**config.mk**
```make
export PLATFORM = sky130hd
export DESIGN_NAME = uart_rx_monitor
export DESIGN_NICKNAME = d
export VERILOG_FILES = /design/src/rtl/uart_rx_monitor.sv
export SDC_FILE = /design/constraint.sdc
export NUM_CORES = 1
export LEC_CHECK = 0
export ABC_CLOCK_PERIOD_IN_PS = 2100
export BUFFER_PORTS_ARGS = -buffer_cell sky130_fd_sc_hd__buf_2
export CAP_MARGIN = 10
export CORE_MARGIN = 4
export CORE_UTILIZATION = 55
export DETAILED_ROUTE_END_ITERATION = 6
export PLACE_DENSITY = 0.81
export SLEW_MARGIN = 15
export SYNTH_ARGS = -nofsm -noshare
export SYNTH_HDL_FRONTEND = slang
export SYNTH_SLANG_ARGS = --single-unit
```
**constraint.sdc**
```tcl
create_clock -name clk -period 2.1 [get_ports clk]
set_input_delay 0.315 -clock clk [delete_from_list [all_inputs] [get_ports clk]]
set_output_delay 0.315 -clock clk [all_outputs]
set_load 0.005 [all_outputs]
```
**src/rtl/uart_rx_monitor.sv**
```systemverilog
// UART receive monitor: synchronises rxd, decodes frames (5..8 data bits, optional
// parity, 1 or 2 stop bits) and queues {err, data} in a FIFO that drives n_cts.
module uart_rx_monitor #(
    parameter int CLK_PER_BIT   = 16,
    parameter int DATA_BITS     = 8,
    parameter int PARITY        = 0,
    parameter int STOP_BITS     = 1,
    parameter int FIFO_DEPTH    = 16,
    parameter int CTS_THRESHOLD = 12
) (
    input  logic                        clk,
    input  logic                        rst,
    input  logic                        rxd,
    output logic                        n_cts,
    output logic                        rd_valid,
    input  logic                        rd_ready,
    output logic [DATA_BITS-1:0]        rd_data,
    output logic [1:0]                  rd_err,
    output logic [$clog2(FIFO_DEPTH):0] level,
    output logic                        overflow,
    input  logic                        clear_overflow,
    output logic [15:0]                 frame_count
);

    localparam int CNT_W = $clog2(CLK_PER_BIT);
    localparam int PTR_W = $clog2(FIFO_DEPTH);
    localparam int LVL_W = PTR_W + 1;
    localparam int ENT_W = DATA_BITS + 2;

    localparam logic [CNT_W-1:0] HALF_CNT  = CNT_W'(CLK_PER_BIT / 2 - 1);
    localparam logic [CNT_W-1:0] FULL_CNT  = CNT_W'(CLK_PER_BIT - 1);
    localparam logic [2:0]       LAST_DATA = 3'(DATA_BITS - 1);
    localparam logic [2:0]       LAST_STOP = 3'(STOP_BITS - 1);
    localparam logic             PAR_ODD   = (PARITY == 1);
    localparam logic             HAS_PAR   = (PARITY != 0);

    typedef enum logic [2:0] {
        S_WAIT_HIGH = 3'd0,
        S_IDLE      = 3'd1,
        S_START     = 3'd2,
        S_DATA      = 3'd3,
        S_PAR       = 3'd4,
        S_STOP      = 3'd5
    } state_t;

    // Handshake: an entry moves from the FIFO to the consumer on every clock
    // edge where rd_valid && rd_ready; the head holds steady otherwise.

    // ------------------------------------------------------------------
    // Input synchroniser and edge history
    // ------------------------------------------------------------------
    logic sync1_q;
    logic rs_q;
    logic rs_prev_q;

    always_ff @(posedge clk) begin
        if (rst) begin
            sync1_q   <= 1'b1;
            rs_q      <= 1'b1;
            rs_prev_q <= 1'b1;
        end else begin
            sync1_q   <= rxd;
            rs_q      <= sync1_q;
            rs_prev_q <= rs_q;
        end
    end

    // ------------------------------------------------------------------
    // Frame decoder
    // ------------------------------------------------------------------
    state_t               state_q;
    logic [CNT_W-1:0]     cnt_q;
    logic [2:0]           bit_cnt_q;
    logic [DATA_BITS-1:0] shift_q;
    logic                 par_err_q;
    logic                 frm_err_q;
    logic                 push_q;
    logic [DATA_BITS-1:0] push_data_q;
    logic [1:0]           push_err_q;

    always_ff @(posedge clk) begin
        if (rst) begin
            state_q     <= S_WAIT_HIGH;
            cnt_q       <= '0;
            bit_cnt_q   <= '0;
            shift_q     <= '0;
            par_err_q   <= 1'b0;
            frm_err_q   <= 1'b0;
            push_q      <= 1'b0;
            push_data_q <= '0;
            push_err_q  <= '0;
        end else begin
            push_q <= 1'b0;
            unique case (state_q)
                S_WAIT_HIGH: begin
                    if (rs_q) begin
                        state_q <= S_IDLE;
                    end
                end
                S_IDLE: begin
                    if (!rs_q && rs_prev_q) begin
                        state_q <= S_START;
                        cnt_q   <= HALF_CNT;
                    end
                end
                S_START: begin
                    if (cnt_q == '0) begin
                        if (!rs_q) begin
                            state_q   <= S_DATA;
                            cnt_q     <= FULL_CNT;
                            bit_cnt_q <= '0;
                            par_err_q <= 1'b0;
                            frm_err_q <= 1'b0;
                        end else begin
                            // Line was back high at mid-start: treat as a glitch.
                            state_q <= S_IDLE;
                        end
                    end else begin
                        cnt_q <= cnt_q - CNT_W'(1);
                    end
                end
                S_DATA: begin
                    if (cnt_q == '0) begin
                        shift_q <= {rs_q, shift_q[DATA_BITS-1:1]};
                        cnt_q   <= FULL_CNT;
                        if (bit_cnt_q == LAST_DATA) begin
                            bit_cnt_q <= '0;
                            state_q   <= HAS_PAR ? S_PAR : S_STOP;
                        end else begin
                            bit_cnt_q <= bit_cnt_q + 3'd1;
                        end
                    end else begin
                        cnt_q <= cnt_q - CNT_W'(1);
                    end
                end
                S_PAR: begin
                    if (cnt_q == '0) begin
                        par_err_q <= ((^shift_q) ^ rs_q) != PAR_ODD;
                        cnt_q     <= FULL_CNT;
                        state_q   <= S_STOP;
                    end else begin
                        cnt_q <= cnt_q - CNT_W'(1);
                    end
                end
                S_STOP: begin
                    if (cnt_q == '0) begin
                        cnt_q <= FULL_CNT;
                        if (bit_cnt_q == LAST_STOP) begin
                            push_q      <= 1'b1;
                            push_data_q <= shift_q;
                            push_err_q  <= {par_err_q, frm_err_q | ~rs_q};
                            bit_cnt_q   <= '0;
                            // A low final stop sample means break: wait for the line to recover.
                            state_q     <= rs_q ? S_IDLE : S_WAIT_HIGH;
                        end else begin
                            frm_err_q <= frm_err_q | ~rs_q;
                            bit_cnt_q <= bit_cnt_q + 3'd1;
                        end
                    end else begin
                        cnt_q <= cnt_q - CNT_W'(1);
                    end
                end
                default: begin
                    state_q <= S_WAIT_HIGH;
                end
            endcase
        end
    end

    // ------------------------------------------------------------------
    // Capture FIFO, flow control and status
    // ------------------------------------------------------------------
    logic [ENT_W-1:0] mem_q [FIFO_DEPTH];
    logic [PTR_W-1:0] wr_ptr_q;
    logic [PTR_W-1:0] rd_ptr_q;
    logic [LVL_W-1:0] count_q;
    logic [LVL_W-1:0] count_d;
    logic             overflow_q;
    logic             overflow_d;
    logic             n_cts_q;
    logic [15:0]      frame_count_q;
    logic             pop;
    logic             push_ok;
    logic [ENT_W-1:0] head;

    assign pop     = rd_valid && rd_ready;
    // A full FIFO still accepts a push when the head leaves in the same cycle.
    assign push_ok = push_q && ((count_q < LVL_W'(FIFO_DEPTH)) || pop);
    assign head    = mem_q[rd_ptr_q];

    always_comb begin
        count_d = count_q;
        if (push_ok && !pop) begin
            count_d = count_q + LVL_W'(1);
        end else if (!push_ok && pop) begin
            count_d = count_q - LVL_W'(1);
        end
    end

    always_comb begin
        overflow_d = overflow_q;
        if (push_q && !push_ok) begin
            overflow_d = 1'b1;
        end else if (clear_overflow) begin
            overflow_d = 1'b0;
        end
    end

    always_ff @(posedge clk) begin
        if (push_ok) begin
            mem_q[wr_ptr_q] <= {push_err_q, push_data_q};
        end
    end

    always_ff @(posedge clk) begin
        if (rst) begin
            wr_ptr_q      <= '0;
            rd_ptr_q      <= '0;
            count_q       <= '0;
            overflow_q    <= 1'b0;
            n_cts_q       <= 1'b1;
            frame_count_q <= '0;
        end else begin
            if (push_ok) begin
                wr_ptr_q <= wr_ptr_q + PTR_W'(1);
            end
            if (pop) begin
                rd_ptr_q <= rd_ptr_q + PTR_W'(1);
            end
            if (push_q) begin
                frame_count_q <= frame_count_q + 16'd1;
            end
            count_q    <= count_d;
            overflow_q <= overflow_d;
            n_cts_q    <= (count_d >= LVL_W'(CTS_THRESHOLD));
        end
    end

    assign rd_valid    = (count_q != '0);
    assign rd_data     = rd_valid ? head[DATA_BITS-1:0] : '0;
    assign rd_err      = rd_valid ? head[ENT_W-1 -: 2] : 2'b00;
    assign level       = count_q;
    assign overflow    = overflow_q;
    assign n_cts       = n_cts_q;
    assign frame_count = frame_count_q;

endmodule

```
==> flow_summary.rst, run 1 <==
.. list-table::
   :header-rows: 1

   * - Metric
     - Value
   * - Fraction of final layout cells sized beyond drive strength 1
     - 29.4%
   * - Initial core utilization
     - a little under three fifths
   * - Maximum buffer depth of the clock tree
     - 3
   * - Count of buffer and inverter cells on the critical path
     - 2
   * - Fraction of synthesized cell area taken by the top area cell type
     - between 50% and 60%
   * - Worst Hold Launch
     - clear_overflow
   * - Total congestion overflow after global routing
     - 0
   * - Dpl cell area
     - around 10000 um^2
   * - CP Max Fanout
     - 10
   * - Clock root buffer
     - sky130_fd_sc_hd__clkbuf_16
   * - Flop-to-flop setup slack
     - 0.07 ns
   * - Number of unique standard cell types used by synthesis
     - 50
   * - Critical path's largest stage delay
     - 0.53 ns
   * - Main area contributors after synthesis
     - sky130_fd_sc_hd__edfxtp_1 52%, sky130_fd_sc_hd__dfxtp_1 15%, sky130_fd_sc_hd__mux4_2 9.2%
   * - Clock tree from TritonCTS
     - built
   * - Estimated wirelength of the detail-placed design
     - 12.1 mm
   * - Final-stage net count
     - 695
   * - Post-synthesis net count
     - 607
   * - Final std cell area, no fill
     - 11100 um^2
   * - Delay-heaviest family, CP
     - multiplexers
   * - Inserted Diodes
     - 0
   * - Reg2reg start
     - level[0]
   * - Leakage
     - just under 4 nW
   * - Yosys synthesis warning count
     - 0
   * - Skew-Pair Late Insertion Delay
     - around 0.50 ns
   * - FF-to-FF path depth
     - 10
   * - Number of cells on the worst hold path
     - 4
   * - EDFF count, synth
     - 160
   * - Syn Std Cell Area
     - between 9000 and 10000 um^2
   * - Clock buffers created by TritonCTS
     - 23
   * - Clock transition at path regs
     - roughly 0.060 ns
   * - Die Wd
     - ~140 um
   * - Dominant combinational cell family by area after synthesis
     - multiplexers
   * - Number of search-and-repair iterations in the first detailed-routing pass
     - 5
   * - Most common cell after layout, fill and taps aside
     - sky130_fd_sc_hd__edfxtp_1
   * - DRC Markers
     - 0
   * - Area used by multi-input combinational logic
     - approximately 3000 um^2
   * - PortBufs
     - 38
   * - Clock period minus worst slack
     - 2.78 ns
   * - Post-Route Skew
     - ~0.014 ns
   * - Setup TNS after final layout
     - -6.39 ns
   * - Routability congestion estimate from global placement
     - approximately 0.82
   * - Area taken by flip-flops and latches
     - ~6200 um^2
   * - Clock net sink count
     - 229
   * - Critical Path Sink Type
     - output pin
   * - Result of the run
     - finished, violations left
   * - CP Data Arrival Time
     - between 2 and 2.5 ns
   * - Row count
     - 47
   * - Hold worst-path end
     - overflow
   * - Most used flip-flop cell after synthesis
     - sky130_fd_sc_hd__edfxtp_1
   * - Max VDD drop
     - around 0.66 mV
   * - Unrepaired setup endpoints after global routing
     - true
   * - Final routed wire length divided by cell count
     - between 20 and 25 um
   * - Type of the worst setup path
     - reg2out
   * - Global-route wire length before repair
     - between 30 and 40 mm
   * - Worst rel slew slack
     - between 50 and 60%
   * - Endpoints failing setup
     - 11
   * - Worst min-delay path category
     - in2reg
   * - Fraction of registers with async set or reset after synthesis
     - 0%
   * - Fmax achieved
     - about 0.36 GHz
   * - Die H
     - approximately 140 um
   * - Top-level I/O count
     - 39
   * - Area of the core region
     - between 15000 and 20000 um^2
   * - Placed insts
     - around 860
   * - Fraction of the mapped netlist area in simple logic gates
     - under 10%
   * - Worst-path cell chain
     - buf_12 > mux4_2 > mux4_2 > and2_4 > buf_6
   * - Yosys reg bits
     - 229
   * - Post-detailed-routing wire length
     - approximately 21 mm
   * - Maximum level of the CTS H-tree
     - 1
   * - Crit-path slowest cell
     - sky130_fd_sc_hd__mux4_2
   * - Residual antenna-violating net count after detailed routing
     - 0
   * - Largest net degree at the start of global routing
     - 41
   * - Vias per inst
     - approximately 5.9
   * - Area growth from synthesis to final layout
     - 19.7%
   * - Gate count of the mapped netlist
     - roughly 590
   * - Non-filler cells, final
     - just over 900
   * - Most area-hungry cell type in the Yosys netlist
     - sky130_fd_sc_hd__edfxtp_1
   * - Startpoint Class
     - register
   * - Mux contribution to synthesized area
     - between 10% and 20%
   * - Die area
     - 19000 um^2
   * - Compound-cell area share of the yosys netlist
     - under 10%
   * - Part of the cycle the worst path needs
     - 132%
   * - Number of hold violations in the final report
     - 0
   * - Power Total
     - ~12 mW
   * - Violations in the final reports
     - negative setup slack
   * - Max cap viols
     - 0
   * - Number of global-route vias before repair
     - between 5000 and 6000
   * - Pin slew with the least headroom to its limit
     - between 0.6 and 0.7 ns
   * - Pwr Density
     - 1060 nW/um^2
   * - Most frequent cells in the layout
     - 160 x sky130_fd_sc_hd__edfxtp_1, 68 x sky130_fd_sc_hd__nor2_1, 66 x sky130_fd_sc_hd__dfxtp_1
   * - CP most frequent cell
     - sky130_fd_sc_hd__mux4_2
   * - Number of pins with negative max-slew slack in the final report
     - 0
   * - Post-synthesis xor/xnor area fraction
     - under 10%
   * - Post-synthesis share of cell area spent on full adders, half adders and majority gates
     - under 10%
   * - GR Util All Layers
     - around a quarter
   * - Via count of the routed design
     - ~5400
   * - Post-synthesis sequential area ratio
     - between 60% and 70%
   * - Number of antenna violations at the first check in global routing
     - 0
   * - Fin worst setup slack
     - -0.680 ns
   * - Worst Path Required
     - about 1.8 ns
   * - Initial detailed-routing violation count
     - roughly 360
   * - Layout filler cell count
     - approximately 1100
   * - Mean Syn Cell Area
     - between 15 and 20 um^2
worst max path at each step:
stage | from | end | slack (ns) | cells past startpoint
after floorplan | register | rd_data[0] | 0.07 | 5
after global placement | register | rd_data[0] | -0.15 | 5
after detailed placement | register | rd_data[0] | -0.21 | 5
after CTS | register | rd_data[3] | -0.68 | 7
after global routing | register | rd_data[6] | -0.73 | 6
final | register | rd_err[0] | -0.68 | 5
worst register-to-register path: cells and delay by family, from the launching register on:
| kind | cells | cell delay [ns] |
|---|---|---|
| AND/OR/NAND/NOR | 3 | 0.62 |
| buffers and inverters | 5 | 0.61 |
| XOR/XNOR | 1 | 0.18 |
| adder cells (fa/ha/maj) | 1 | 0.12 |
| flip-flops | 1 | 0.35 |
metal layers:
layer,wire [um],track usage (%),vias to the layer above
li1,-,-,2422
met1,8110,30.2,2708
met2,11000,40.3,229
met3,1450,4.32,33
met4,520,6.70,0
met5,0,0,-
sequential cells by signal, indices dropped and copies added, names as in the netlist, 2 cells and up, named ones only:
signal / count
push_err_q: 2
mem_q: 160
cnt_q: 4
rd_ptr_q: 4
level: 5
state_q: 3
bit_cnt_q: 3
push_data_q: 8
frame_count: 16
wr_ptr_q: 4
shift_q: 8
timing repair:
item	CTS	global route
endpoints found under the hold margin	1	0
hold buffers	1	0
gates cloned	3	0
gates resized for setup	45	18
endpoints found under the setup margin	12	19
pin swaps	7	2
buffers inserted	13	2
where the power goes:
group / total, mW / internal, mW / switching [mW]
combinational: 2.82 / 1.67 / 1.15
sequential: 5.03 / 4.88 / 0.156
clock: 3.98 / 2.38 / 1.59
total: 11.8 / 8.92 / 2.90
synth_stat cells (all sizes together) (2+ instances only):
cell type    n
edfxtp     160
nor2        70
dfxtp       69
mux4        50
nand2       22
mux2i       20
a21oi       17
clkbuf      14
xor2        14
ha          13
xnor2       12
and2        11
buf         11
inv         11
nor3        10
nand4        9
nand2b       8
nand3        8
nor2b        6
o21ai        6
or3          4
a21bo        3
a32oi        3
and3         3
nor3b        3
o31ai        3
or2          3
a211o        2
a22oi        2
a31oi        2
nand3b       2
nand4b       2
or3b         2
cell type report:
| cell class | count | area share [%] |
|---|---|---|
| flip-flops and latches | 229 | 55.7 |
| multi-input cells | 324 | 26.8 |
| repair buffers | 88 | 7.98 |
| clock buffers | 30 | 5.41 |
| well taps | 220 | 2.48 |
| clock inverters | 11 | 1.15 |
| inverters | 11 | 0.416 |
per-stage QoR:
| stage | hold slack, ns | setup WS (ns) | utilization (%) |
|---|---|---|---|
| floorplan | 0.389 | 0.0670 | - |
| CTS | 0.101 | -0.677 | 66.7 |
| global route | 0.151 | -0.727 | 67.0 |
| detailed placement | 0.400 | -0.210 | 60.6 |
| finish | 0.110 | -0.680 | 67.0 |
| global placement | 0.393 | -0.146 | 60.6 |
cells by family (layout without fill, tap and decap cells):
| family | count (synthesis) | after routing |
|---|---|---|
| compound gates | 46 | 46 |
| xor+xnor | 27 | 27 |
| fa+ha+maj | 13 | 13 |
| buf+inv | 36 | 140 |
| flops | 229 | 229 |
| mux | 70 | 70 |
| simple gates | 168 | 168 |
(Power assumes the default switching activity.)
==> run 2, diff against run 1 <==
- CAP_MARGIN: 10 -> default
- CORE_ASPECT_RATIO: default -> 1.2
- CORE_UTILIZATION: 55 -> 30
- PLACE_DENSITY: 0.81 -> 0.52
==> flow_summary.rst, run 2 (synthesized netlist as in run 1, its figures left out) <==
.. list-table::
   :header-rows: 1

   * - Metric
     - Value
   * - Combinational share of power
     - 22.1% (-1.7 points)
   * - Number of antenna violations at the first check in global routing
     - 1 (+1)
   * - Number of hold violations in the final report
     - 0 (unchanged)
   * - Seq pwr share
     - 42.8% (+0.2 points)
   * - Pwr Density
     - 1030 nW/um^2 (-3.2%)
   * - Dpl cell area
     - 10400 um^2 (+3.5%)
   * - Register bank with the most flops
     - mem_q
   * - Estimated wirelength of the detail-placed design
     - 12.9 mm (+6.5%)
   * - Leakage
     - 3.97 nW (about the same)
   * - Initial core utilization
     - 30.5% (-26 points)
   * - Area of the core region
     - 30500 um^2 (+84%)
   * - Most common cell after layout, fill and taps aside
     - sky130_fd_sc_hd__edfxtp_1
   * - Fin worst setup slack
     - -0.648 ns (+0.0324 ns)
   * - Switching power share of the total
     - 25.1% (+0.57 points)
   * - Area growth from synthesis to final layout
     - 22.3%
   * - Global-route wire length before repair
     - 32.4 mm (-0.19%)
   * - CP Max Fanout
     - 8 (-2)
   * - Routability congestion estimate from global placement
     - 0.807 (-1.0%)
   * - Violations in the final reports
     - negative setup slack
   * - Finished Core Util
     - 37.3% (-30 points)
   * - Endpoints failing setup
     - 11 (unchanged)
   * - Number of pins with negative max-slew slack in the final report
     - 0 (unchanged)
   * - Max VDD drop
     - 0.502 mV (-25%)
   * - Clock root buffer
     - sky130_fd_sc_hd__clkbuf_16
   * - Worst-path cell chain
     - buf_12 > buf_12 > mux4_2 > mux4_2 > and2_4 > buf_6
   * - Clock net sink count
     - 229 (unchanged)
   * - Design internal power
     - 8.77 mW (-1.8%)
   * - Worst Path Required
     - 1.78 ns (about the same)
   * - DRC Markers
     - 0 (unchanged)
   * - Fraction of final layout cells sized beyond drive strength 1
     - 28.4% (-1.0 points)
   * - Maximum buffer depth of the clock tree
     - 3 (unchanged)
   * - Inserted Diodes
     - 0 (unchanged)
   * - Most frequent cells in the layout
     - 160 x sky130_fd_sc_hd__edfxtp_1, 69 x sky130_fd_sc_hd__nor2_1, 66 x sky130_fd_sc_hd__dfxtp_1
   * - Die area
     - 33900 um^2 (+78%)
   * - Post-Route Skew
     - 0.0129 ns (-0.000982 ns)
   * - Clock tree from TritonCTS
     - built
   * - Crit-path slowest cell
     - sky130_fd_sc_hd__mux4_2
   * - Switching pwr
     - 2.94 mW (+1.3%)
   * - Final routed wire length divided by cell count
     - 19.0 um (-18%)
   * - Residual antenna-violating net count after detailed routing
     - 0 (unchanged)
   * - Startpoint Class
     - register
   * - Skew-Pair Late Insertion Delay
     - 0.51 ns (about the same)
   * - Final std cell area, no fill
     - 11400 um^2 (+2.2%)
   * - Critical Path Sink Type
     - output pin
   * - Max cap viols
     - 0 (unchanged)
   * - Delay-heaviest family, CP
     - multiplexers
   * - Pin slew with the least headroom to its limit
     - 0.671 ns (+0.0133 ns)
   * - Top-level I/O count
     - 39 (unchanged)
   * - Row count
     - 70 (+49%)
   * - Unrepaired setup endpoints after global routing
     - true
   * - GR Util All Layers
     - 12.2% (-11 points)
   * - Clock period minus worst slack
     - 2.75 ns (-0.0324 ns)
   * - Final-stage net count
     - 693 (-0.29%)
   * - Clock Power Share
     - 35.1% (+1.5 points)
   * - Worst min-delay path category
     - in2reg
   * - CP Data Arrival Time
     - 2.43 ns (-0.04 ns)
   * - Fmax achieved
     - 0.364 GHz (+1.2%)
   * - Initial detailed-routing violation count
     - 427 (+19%)
   * - Vias per inst
     - 4.81 (-19%)
   * - PortBufs
     - 38 (unchanged)
   * - Die H
     - 201 um (+46%)
   * - Total congestion overflow after global routing
     - 0 (unchanged)
   * - Count of buffer and inverter cells on the critical path
     - 3 (+1)
   * - Critical path's largest stage delay
     - 0.51 ns (-0.02 ns)
   * - Result of the run
     - finished, violations left
   * - Clock buffers created by TritonCTS
     - 25 (+8.7%)
   * - Worst rel slew slack
     - 55.2% (-0.89 points)
   * - Layout filler cell count
     - 2846 (+160%)
   * - Maximum level of the CTS H-tree
     - 1 (unchanged)
   * - Type of the worst setup path
     - reg2out
   * - Number of search-and-repair iterations in the first detailed-routing pass
     - 4 (-1)
   * - Largest net degree at the start of global routing
     - 44 (+7.3%)
   * - Via count of the routed design
     - 5240 (-2.8%)
   * - Part of the cycle the worst path needs
     - 131% (-1.5 points)
   * - Number of global-route vias before repair
     - 5505 (-1.5%)
   * - Largest register FFs
     - 160 (unchanged)
   * - Clock transition at path regs
     - 0.06 ns (about the same)
   * - Post-detailed-routing wire length
     - 20.7 mm (-1.6%)
   * - Die Wd
     - 169 um (+22%)
[run 2: cell types whose count changed in the layout (fill, tap and decap cells not counted), sizes merged]
| cell | previous run | this run |
|---|---|---|
| buf | 87 | 83 |
| clkinv | 6 | 10 |
| bufinv | 3 | 2 |
| clkbuf | 30 | 31 |
| clkinvlp | 2 | 1 |
| inv | 11 | 12 |
[run 2: tightest hold or removal path, stage by stage]
cell and delay (ns):
sky130_fd_sc_hd__buf_2 0.10, sky130_fd_sc_hd__inv_1 0.05, sky130_fd_sc_hd__a32oi_1 0.04, sky130_fd_sc_hd__nor2_1 0.08
[run 2: layer usage]
metal,share of wire [%],GRT usage [%],routed length [um]
met2,52,21.5,10700
met3,4.3,1.85,884
met5,0,0,0
met4,1.7,2.90,344
met1,43,15.9,8810
[run 2: path summary, 6_finish.rpt]
kind	startpoint	endpoint	slack, ns	cells after the start
setup / recovery	register	rd_data[3]	-0.65	6
setup reg to reg	level[1]	register	0.08	8
hold / removal	clear_overflow	overflow	0.12	4
hold reg to reg	sync1_q	rs_q	0.42	1
[run 2: through the flow]
stage / power, mW / instances / setup WS, ns / hold slack (ns) / TNS [ns]
after floorplan: 6.41 / 589 / 0.0670 / 0.389 / 0
after global placement: 7.01 / 1034 / -0.149 / 0.410 / -1.24
after detailed placement: 7.05 / 1034 / -0.160 / 0.414 / -1.39
after CTS: 11.9 / 1091 / -0.692 / 0.0911 / -6.76
after global routing: 12.3 / 1089 / -0.732 / 0.128 / -7.14
final: 11.7 / 1089 / -0.648 / 0.118 / -6.22
[run 2: area by class of cell]
class / count / area (um^2) / share of cell area, %
tap: 396 / 495 / 4.36
clock inverter: 14 / 121 / 1.07
multi-input combinational: 324 / 2940 / 25.9
sequential: 229 / 6200 / 54.5
timing repair buffer: 84 / 913 / 8.04
clock buffer: 31 / 648 / 5.70
inverter: 11 / 46.3 / 0.407
[run 2: power by group through the flow]
stage / registers [mW] / logic (mW) / clock network (mW)
after global routing: 5.02 / 2.80 / 4.43
after global placement: 5.09 / 1.92 / 0
after floorplan: 5.05 / 1.36 / 0
after CTS: 5.01 / 2.67 / 4.24
final: 5.01 / 2.59 / 4.11
after detailed placement: 5.10 / 1.95 / 0
[run 2: timing repair]
action / in CTS / in global routing
pin swaps: 8 / 1
hold endpoints to repair: 1 / 0
gates resized for setup: 46 / 5
hold buffers: 1 / 0
setup buffers: 8 / 1
endpoints found under the setup margin: 11 / 14
cloned: 3 / 0
==> run 3, diff against run 2 <==
- CTS_BUF_LIST: default -> sky130_fd_sc_hd__clkbuf_4 sky130_fd_sc_hd__clkbuf_8
- RECOVER_POWER: default -> 25
- REMOVE_ABC_BUFFERS: default -> 1
==> flow_summary.rst, run 3 (synthesized netlist as in run 1, its figures left out) <==
.. list-table::
   :header-rows: 1

   * - Metric
     - Value
   * - Combinational share of power
     - 22.5% (+0.4 points)
   * - Post-detailed-routing wire length
     - 20.7 mm (about the same)
   * - Endpoints failing setup
     - 11 (unchanged)
   * - Switching power share of the total
     - 26.0% (+0.88 points)
   * - Post-Route Skew
     - 0.0285 ns (+0.0156 ns)
   * - Leakage
     - 3.97 nW (about the same)
   * - Setup TNS after final layout
     - -6.32 ns (-0.0965 ns)
   * - Clock net sink count
     - 229 (unchanged)
   * - Pwr Density
     - 1030 nW/um^2 (-0.24%)
   * - Part of the cycle the worst path needs
     - 131% (+0.28 points)
   * - Die H
     - 201 um (unchanged)
   * - Max VDD drop
     - 0.508 mV (+1.3%)
   * - Total congestion overflow after global routing
     - 0 (unchanged)
   * - Clock Power Share
     - 34.0% (-1.1 points)
   * - Most common cell after layout, fill and taps aside
     - sky130_fd_sc_hd__edfxtp_1
   * - Critical path's largest stage delay
     - 0.53 ns (+0.02 ns)
   * - PortBufs
     - 38 (unchanged)
   * - Number of global-route vias before repair
     - 5537 (+0.58%)
   * - Inserted Diodes
     - 0 (unchanged)
   * - Largest net degree at the start of global routing
     - 41 (-6.8%)
   * - Maximum buffer depth of the clock tree
     - 3 (unchanged)
   * - CP Data Arrival Time
     - 2.44 ns (about the same)
   * - Number of antenna violations at the first check in global routing
     - 0 (-1)
   * - Worst rel slew slack
     - 56.3% (+1.0 points)
   * - Residual antenna-violating net count after detailed routing
     - 0 (unchanged)
   * - DRC Markers
     - 0 (unchanged)
   * - Top-level I/O count
     - 39 (unchanged)
   * - Fraction of final layout cells sized beyond drive strength 1
     - 30.5% (+2.0 points)
   * - Area of the core region
     - 30500 um^2 (unchanged)
   * - Worst Path Required
     - 1.78 ns (about the same)
   * - Estimated wirelength of the detail-placed design
     - 12.6 mm (-2.2%)
   * - Crit-path slowest cell
     - sky130_fd_sc_hd__mux4_2
   * - Startpoint Class
     - register
   * - CP Max Fanout
     - 12 (+4)
   * - Number of search-and-repair iterations in the first detailed-routing pass
     - 5 (+1)
   * - Count of buffer and inverter cells on the critical path
     - 2 (-1)
   * - Largest register FFs
     - 160 (unchanged)
   * - Initial core utilization
     - 30.5% (unchanged)
   * - Unrepaired setup endpoints after global routing
     - true
   * - Clock tree from TritonCTS
     - built
   * - Delay-heaviest family, CP
     - multiplexers
   * - Routability congestion estimate from global placement
     - 0.777 (-3.7%)
   * - Violations in the final reports
     - negative setup slack
   * - Vias per inst
     - 4.75 (-1.4%)
   * - Die Wd
     - 169 um (unchanged)
   * - Global-route wire length before repair
     - 31.7 mm (-2.1%)
   * - Finished Core Util
     - 36.9% (-0.39 points)
   * - Maximum level of the CTS H-tree
     - 2 (+1)
   * - Register bank with the most flops
     - mem_q
   * - Max cap viols
     - 0 (unchanged)
   * - Row count
     - 70 (unchanged)
   * - Final-stage net count
     - 708 (+2.2%)
   * - Number of hold violations in the final report
     - 0 (unchanged)
   * - Clock period minus worst slack
     - 2.75 ns (+0.00590 ns)
   * - Number of pins with negative max-slew slack in the final report
     - 0 (unchanged)
   * - Final routed wire length divided by cell count
     - 18.6 um (-2.4%)
   * - Pin slew with the least headroom to its limit
     - 0.655 ns (-0.0153 ns)
   * - Fmax achieved
     - 0.363 GHz (-0.21%)
   * - CP most frequent cell
     - sky130_fd_sc_hd__mux4_2
   * - Design internal power
     - 8.55 mW (-2.4%)
   * - Placed insts
     - 1036 (+0.19%)
   * - Die area
     - 33900 um^2 (unchanged)
   * - Critical Path Sink Type
     - output pin
   * - Fin worst setup slack
     - -0.654 ns (-0.00590 ns)
   * - Power Total
     - 11.6 mW (-1.3%)
   * - Result of the run
     - finished, violations left
   * - Via count of the routed design
     - 5292 (+0.99%)
   * - Initial detailed-routing violation count
     - 328 (-23%)
   * - Area growth from synthesis to final layout
     - 21.1%
   * - Clock transition at path regs
     - 0.06 ns (about the same)
   * - Type of the worst setup path
     - reg2out
   * - Skew-Pair Late Insertion Delay
     - 0.53 ns (+0.02 ns)
   * - Switching pwr
     - 3.00 mW (+2.2%)
   * - Worst-path cell chain
     - buf_12 > mux4_2 > mux4_2 > and2_4 > buf_6
   * - Worst min-delay path category
     - in2reg
   * - Seq pwr share
     - 43.5% (+0.7 points)
   * - Non-filler cells, final
     - 1115 (+2.4%)
   * - Clock root buffer
     - sky130_fd_sc_hd__clkbuf_8
   * - Clock buffers created by TritonCTS
     - 39 (+56%)
   * - Hold Slack
     - 0.0968 ns (-0.0207 ns)
   * - Most frequent cells in the layout
     - 160 x sky130_fd_sc_hd__edfxtp_1, 69 x sky130_fd_sc_hd__nor2_1, 66 x sky130_fd_sc_hd__dfxtp_1
   * - GR Util All Layers
     - 12.0% (-0.21 points)
[run 3: cell types whose count changed in the layout (fill, tap and decap cells not counted), moves of 5 or more]
cell,previous run,this run
sky130_fd_sc_hd__buf_4,18,32
sky130_fd_sc_hd__clkbuf_8,0,42
sky130_fd_sc_hd__clkbuf_4,0,12
sky130_fd_sc_hd__clkbuf_16,25,1
sky130_fd_sc_hd__clkinv_1,5,10
sky130_fd_sc_hd__buf_12,24,11
sky130_fd_sc_hd__clkbuf_1,6,0
[run 3: per-layer routing]
metal,share of wire [%],vias to the layer above,global-route usage [%]
met5,0,-,0
met4,1.7,0,3.10
met3,4.7,32,2.80
met2,53,131,22.0
met1,40,2675,14.1
li1,-,2454,-
[run 3: stage by stage]
step / setup slack (ns) / instance area, um^2
after CTS: -0.712 / 11100
final: -0.654 / 11200
after floorplan: -1.14 / 9160
after global placement: -0.129 / 10300
after detailed placement: -0.185 / 10300
after global routing: -0.748 / 11200
[run 3: timing repair]
item                                   in CTS  in global routing
hold buffers                                1                  0
resized for setup                          20                 25
endpoints found under the hold margin       1                  0
setup endpoints to repair                  11                 21
pin swaps                                   2                  2
gates cloned                                1                  1
setup buffers                               5                  1
[run 3: path summary, 6_finish.rpt]
| check | from | to | slack (ns) | cells after the start |
|---|---|---|---|---|
| worst max register to register | level[1] | rd_ptr_q[0] | 0.08 | 9 |
| worst min-delay path | clear_overflow | overflow | 0.1 | 4 |
| worst min register to register | sync1_q | rs_q | 0.41 | 1 |
| worst max-delay path | register | rd_data[5] | -0.65 | 5 |
[run 3: cell type report]
class                           instances  area [um^2]
Tap cell                              396          495
Multi-Input combinational cell        324         2980
Clock inverter                         16          100
Timing Repair Buffer                   85          768
Sequential cell                       229         6190
Inverter                               11         43.8
Clock buffer                           54          668
Fill cell                            2888        19200
[run 3: power by group through the flow]
stage	clock [mW]	combinational, mW	sequential [mW]
after global routing	4.29	2.82	5.05
final	3.93	2.60	5.03
after detailed placement	0	1.96	5.10
after CTS	4.07	2.38	5.02
after global placement	0	1.91	5.09
after floorplan	0	1.13	5.19
[run 3: worst reg2reg max path, stage by stage (launching register included)]
cell	delay [ns]
sky130_fd_sc_hd__dfxtp_4	0.34
sky130_fd_sc_hd__inv_4	0.06
sky130_fd_sc_hd__ha_4	0.12
sky130_fd_sc_hd__or4b_4	0.55
sky130_fd_sc_hd__buf_16	0.19
sky130_fd_sc_hd__buf_4	0.15
sky130_fd_sc_hd__buf_4	0.15
sky130_fd_sc_hd__nand2_4	0.10
sky130_fd_sc_hd__xor2_4	0.17
sky130_fd_sc_hd__nor2_1	0.07
